===== src/rtl/lcd_pkg.sv =====
// lcd_pkg: shared state encoding, wake-up nibble table and 50 MHz timing defaults for the LCD blocks.
package lcd_pkg;

    typedef enum logic [3:0] {
        S_POWER_WAIT = 4'b0001,
        S_PULSE      = 4'b0010,
        S_GAP        = 4'b0100,
        S_DONE       = 4'b1000
    } lcd_init_state_t;

    localparam logic [3:0] NIB [4] = '{4'h3, 4'h3, 4'h3, 4'h2};

    localparam int T_POWERUP_50M = 750000;
    localparam int T_PULSE_50M   = 12;
    localparam int T_GAP1_50M    = 205000;
    localparam int T_GAP2_50M    = 5000;
    localparam int T_GAP3_50M    = 2000;
    localparam int T_CMD_50M     = 2000;
    localparam int T_CLEAR_50M   = 82000;
    localparam int CNT_W_50M     = 20;

    function automatic logic [3:0] nib_of(input logic [1:0] step);
        return NIB[step];
    endfunction

endpackage


===== src/rtl/lcd_delay_counter.sv =====
// lcd_delay_counter: delay timer that restarts on load and flags the last cycle of a len-cycle interval.
module lcd_delay_counter #(
    parameter int CNT_W = 20
) (
    input  logic             clk,
    input  logic             reset,
    input  logic             load,
    input  logic [CNT_W-1:0] len,
    output logic             expire
);

    logic [CNT_W-1:0] count;

    assign expire = count == len - CNT_W'(1);

    always_ff @(posedge clk or posedge reset) begin
        if (reset)
            count <= '0;
        else
            count <= load ? '0 : count + CNT_W'(1);
    end

endmodule


===== src/rtl/lcd_init_sequencer.sv =====
// lcd_init_sequencer: HD44780 4-bit wake-up sequence (3,3,3,2) with timed gaps, then hands over the bus.
// Define LCD_INIT_FAST_SIM_EN to shorten the power-up and gap waits to 16 cycles.
module lcd_init_sequencer
    import lcd_pkg::*;
#(
    parameter int T_POWERUP = T_POWERUP_50M,
    parameter int T_PULSE   = T_PULSE_50M,
    parameter int T_GAP1    = T_GAP1_50M,
    parameter int T_GAP2    = T_GAP2_50M,
    parameter int T_GAP3    = T_GAP3_50M,
    parameter int CNT_W     = CNT_W_50M
) (
    input  logic       clk,
    input  logic       reset,
    input  logic       restart,
    output logic [3:0] data_init,
    output logic       enable_init,
    output logic       init_done,
    output logic       init_busy
);

`ifdef LCD_INIT_FAST_SIM_EN
    localparam int PWR = 16;
    localparam int G1  = 16;
    localparam int G2  = 16;
    localparam int G3  = 16;
`else
    localparam int PWR = T_POWERUP;
    localparam int G1  = T_GAP1;
    localparam int G2  = T_GAP2;
    localparam int G3  = T_GAP3;
`endif

    lcd_init_state_t  state, state_n;
    logic [1:0]       step, step_n;
    logic             load, expire;
    logic [CNT_W-1:0] len;

    lcd_delay_counter #(.CNT_W(CNT_W)) u_delay (
        .clk    (clk),
        .reset  (reset),
        .load   (load),
        .len    (len),
        .expire (expire)
    );

    always_comb begin
        state_n = state;
        step_n  = step;
        len     = state == S_POWER_WAIT ? CNT_W'(PWR) :
                  state == S_PULSE      ? CNT_W'(T_PULSE) :
                  step == 2'd0          ? CNT_W'(G1) :
                  step == 2'd1          ? CNT_W'(G2) : CNT_W'(G3);
        if (restart) begin
            state_n = S_POWER_WAIT;
            step_n  = 2'd0;
        end else if (expire) begin
            case (state)
                S_POWER_WAIT: begin
                    state_n = S_PULSE;
                    step_n  = 2'd0;
                end
                S_PULSE: state_n = S_GAP;
                S_GAP: begin
                    state_n = step == 2'd3 ? S_DONE : S_PULSE;
                    step_n  = step == 2'd3 ? step : step + 2'd1;
                end
                default: ;
            endcase
        end
        // Keep the timer parked while terminal so it never free-runs.
        load = restart | expire | (state == S_DONE);
    end

    always_ff @(posedge clk or posedge reset) begin
        if (reset) begin
            state       <= S_POWER_WAIT;
            step        <= 2'd0;
            data_init   <= 4'h0;
            enable_init <= 1'b0;
            init_done   <= 1'b0;
            init_busy   <= 1'b1;
        end else begin
            state       <= state_n;
            step        <= step_n;
            data_init   <= (state_n == S_PULSE || state_n == S_GAP) ? nib_of(step_n) : 4'h0;
            enable_init <= state_n == S_PULSE;
            init_done   <= state_n == S_DONE;
            init_busy   <= state_n != S_DONE;
        end
    end

endmodule


===== config.mk =====
export PLATFORM = sky130hd
export DESIGN_NAME = lcd_init_sequencer
export DESIGN_NICKNAME = d
export VERILOG_FILES = /design/src/rtl/lcd_pkg.sv /design/src/rtl/lcd_delay_counter.sv /design/src/rtl/lcd_init_sequencer.sv
export SDC_FILE = /design/constraint.sdc
export NUM_CORES = 1
export LEC_CHECK = 0
export CORE_MARGIN = 5
export CORE_UTILIZATION = 31
export CTS_BUF_LIST = sky130_fd_sc_hd__clkbuf_8
export DETAILED_ROUTE_END_ITERATION = 8
export PLACE_DENSITY = 0.52
export RECOVER_POWER = 100
export SYNTH_ARGS = -nofsm -noshare
export SYNTH_HDL_FRONTEND = slang
export SYNTH_SLANG_ARGS = --single-unit

===== constraint.sdc =====
create_clock -name clk -period 3.6 [get_ports clk]
set_input_delay 0.9 -clock clk [delete_from_list [all_inputs] [get_ports clk]]
set_output_delay 0.9 -clock clk [all_outputs]
set_load 0.005 [all_outputs]

==> run_results.csv <==
group,metric,value,unit
clock_network,h-tree-depth,2,
yosys,synth_edf_count,0,
die,num_rows,29,
detailed_routing,drt-met1-wl,1.99,mm
sta,slew_violations,32,
worst_setup_path,crit_type,"reg2reg",
detailed_routing,drt_iter0_markers,92,
layout,diodes,0,
worst_setup_path,r2r_slack,300,ps
placement,placedCellCount,294,
yosys,synth_seq_cells,31,
status,status,"finished with violations",
worst_setup_path,r2r_start,"state[0]$_DFF_PP1_",
die,core_area,6240,µm²
detailed_routing,vias,1524,
sta,fin_ws,304,ps
yosys,syn-cell-area,1950,µm²
sta,max_clock_freq,303,MHz
yosys,seq_area_frac_synth,0.399,
detailed_routing,final_antenna_net_count,0,
clock_network,cts_inserted_buffers,5,
layout,final_common_cell,"nor2_1",
clock_network,cts_root_buf,"clkbuf_8",
worst_setup_path,worstPathMaxFanout,8,
yosys,synth.avg_cell_area,9.08,µm²
power_and_ir_drop,power.density,302,nW/µm²
worst_setup_path,r2r_cells,14,
global_route,first_global_vias,1472,
clock_network,cts_max_path_buffers,2,
power_and_ir_drop,peakVddDrop,0.156,mV
layout,drive_gt1_frac,0.112,
yosys,synth_cells,215,
sta,setup_tns,0,ps
power_and_ir_drop,power.leakage,0.925,nW
sta,setup_viol_count_final,0,
flow_run,cap_violations,1,
clock_network,clkSlewWorstSetupHoldPaths,70,ps
sta,max_slew_margin,-0.108,
detailed_routing,highest_layer,"met4",
power_and_ir_drop,combPwrFrac,0.035,
global_route,antenna_found_initial,0,
clock_network,cts_num_sinks,31,
layout,final_cell_mix,"nor2_1 (38), dfrtp_1 (28), nand3_1 (15)",
sta,rsz0062_at_grt,"false",
placement,placed_cell_area,2100,µm²
yosys,yosysWarnings,0,
worst_setup_path,worstPathRequired,3820,ps
clock_network,hold_buffers,0,
worst_setup_path,cp.arrival,3510,ps
min_path,whs_endpoint,"u_delay.count[0]$_DFF_PP0_",
sta,hold_viol_final,0,
power_and_ir_drop,internal_power,508,µW
power_and_ir_drop,pwr-share-seq,0.539,
sta,fin_crit_sh,0.916,
die,die_x,89.4,µm
sta,fin_skew,3.17,ps
die,io_pins,10,
layout,final_cells,301,
sta,min_period,3300,ps
clock_network,insertion_delay,280,ps
die,floorplan.die_area,7980,µm²
min_path,min_path_type,"reg2reg",
detailed_routing,route.met2.wl,1.97,mm
clock_network,tritoncts,"built",
layout,fin_area,2180,µm²
global_route,track_usage,0.116,
worst_setup_path,endpoint_kind,"register",
worst_setup_path,timing.rr.end,"init_done$_DFF_PP0_",
detailed_routing,wl_met3,246,µm
detailed_routing,dr.pass1.iters,4,
detailed_routing,routedWlPerCell,14.2,µm
placement,place_hpwl,3.07,mm
global_route,grt_pass1_wl,7.18,mm
power_and_ir_drop,switching_power,150,µW
min_path,worst_hold_path.num_cells,1,
yosys,synth_ff_type,"dfrtp_1",
placement,place_ws,280,ps
worst_setup_path,crit_path_start_kind,"register",
placement,routabilityCongestion,0.846,
global_route,grt_max_degree,32,
status,violations,"max-capacitance violations, max-slew violations",
die,initial_utilization,0.313,
sta,tightestPinTransition,1660,ps
layout,area_growth,11.6,%
layout,fin_nets,230,
placement,numPortBuffers,7,
detailed_routing,vias_per_cell,5.06,
global_route,grt_overflow_total,0,
power_and_ir_drop,p_sw_frac,0.228,
min_path,min_from,"u_delay.count[0]$_DFF_PP0_",
power_and_ir_drop,pwr-share-clk,0.426,
detailed_routing,wirelength,4.27,mm
yosys,synth-async-reset-ratio,1.00,
die,die_y,89.4,µm
yosys,yosysUniqueCellTypes,51,
detailed_routing,drcViolationCount,0,
==> power by group through the flow <==
| stage | Combinational, mW | Sequential, mW | Clock, mW |
|---|---|---|---|
| after detailed placement | 0.0255 | 0.361 | 0 |
| after CTS | 0.0255 | 0.354 | 0.292 |
| after global routing | 0.0274 | 0.355 | 0.305 |
| after floorplan | 0.0183 | 0.360 | 0 |
| final | 0.0233 | 0.355 | 0.280 |
| after global placement | 0.0255 | 0.361 | 0 |
==> what timing repair did <==
| item | CTS | global route |
|---|---|---|
| buffers inserted | 0 | 0 |
| endpoints found under the setup margin | 0 | 1 |
| resized for setup | 0 | 1 |
==> critical path: stages, from the launching register on <==
cell       delay (ps)
dfstp_2           430
nor4b_4           390
inv_2             110
a21o_1            210
ha_1              190
inv_1              50
ha_1              230
xnor2_1           160
nand3_1           120
a2111oi_2         220
and4_1            270
nand3_1           170
o31a_1            390
nor2_2            140
and3_1            160
==> layout make-up <==
cell class	instances	area, µm²
fill	658	4060
sequential	31	779
multi-input combinational	163	1070
inverter	10	37.5
timing repair buffer	13	109
tap	77	96.3
clock inverter	1	5.00
clock buffer	6	82.6
==> metrics by stage <==
stage	hold WS, ps	utilization	power (mW)
after global placement	472	0.337	0.386
final	491	0.349	0.658
after detailed placement	478	0.337	0.387
after floorplan	447	-	0.378
after global routing	518	0.349	0.687
after CTS	487	0.351	0.672
==> worst max path at each step <==
stage / start / end / slack (ps)
2_1_floorplan: state[0]$_DFF_PP1_ / data_init[0]$_DFF_PP0_ / 410
3_3_place_gp: state[1]$_DFF_PP0_ / data_init[0]$_DFF_PP0_ / 350
3_5_place_dp: state[1]$_DFF_PP0_ / data_init[0]$_DFF_PP0_ / 280
4_1_cts: state[1]$_DFF_PP0_ / data_init[0]$_DFF_PP0_ / 250
5_1_grt: state[0]$_DFF_PP1_ / u_delay.count[9]$_DFF_PP0_ / 8
6_report: state[0]$_DFF_PP1_ / init_done$_DFF_PP0_ / 300
==> cell families after synthesis <==
family,synth area share
AND/OR/NAND/NOR,0.287
flip-flops,0.399
AO/OA/AOI/OAI,0.116
XOR/XNOR,0.103
buffers and inverters,0.0532
multiplexers,0.0205
adder cells (fa/ha/maj),0.0192
other,0.00192
==> flip-flops by register name, summed over array words and instances (netlist names) <==
signal	flops
u_delay.count	20
init_done	1
enable_init	1
step	2
init_busy	1
state	4
data_init	2
==> Yosys cell counts (5+ instances only) <==
master / instances / area (µm²)
nor2_1: 38 / 143
dfrtp_1: 29 / 726
nand3_1: 14 / 70.1
nand2_1: 12 / 45.0
xnor2_1: 12 / 105
xor2_1: 11 / 96.3
inv_1: 9 / 33.8
and3_1: 8 / 50.1
clkbuf_1: 5 / 18.8
nand2b_1: 5 / 31.3
==> routing by layer <==
layer	up-vias	GRT usage
met4	0	0.0325
met5	-	0
met2	49	0.178
li1	752	-
met1	716	0.163
met3	7	0.0276
(Power assumes the default switching activity.)
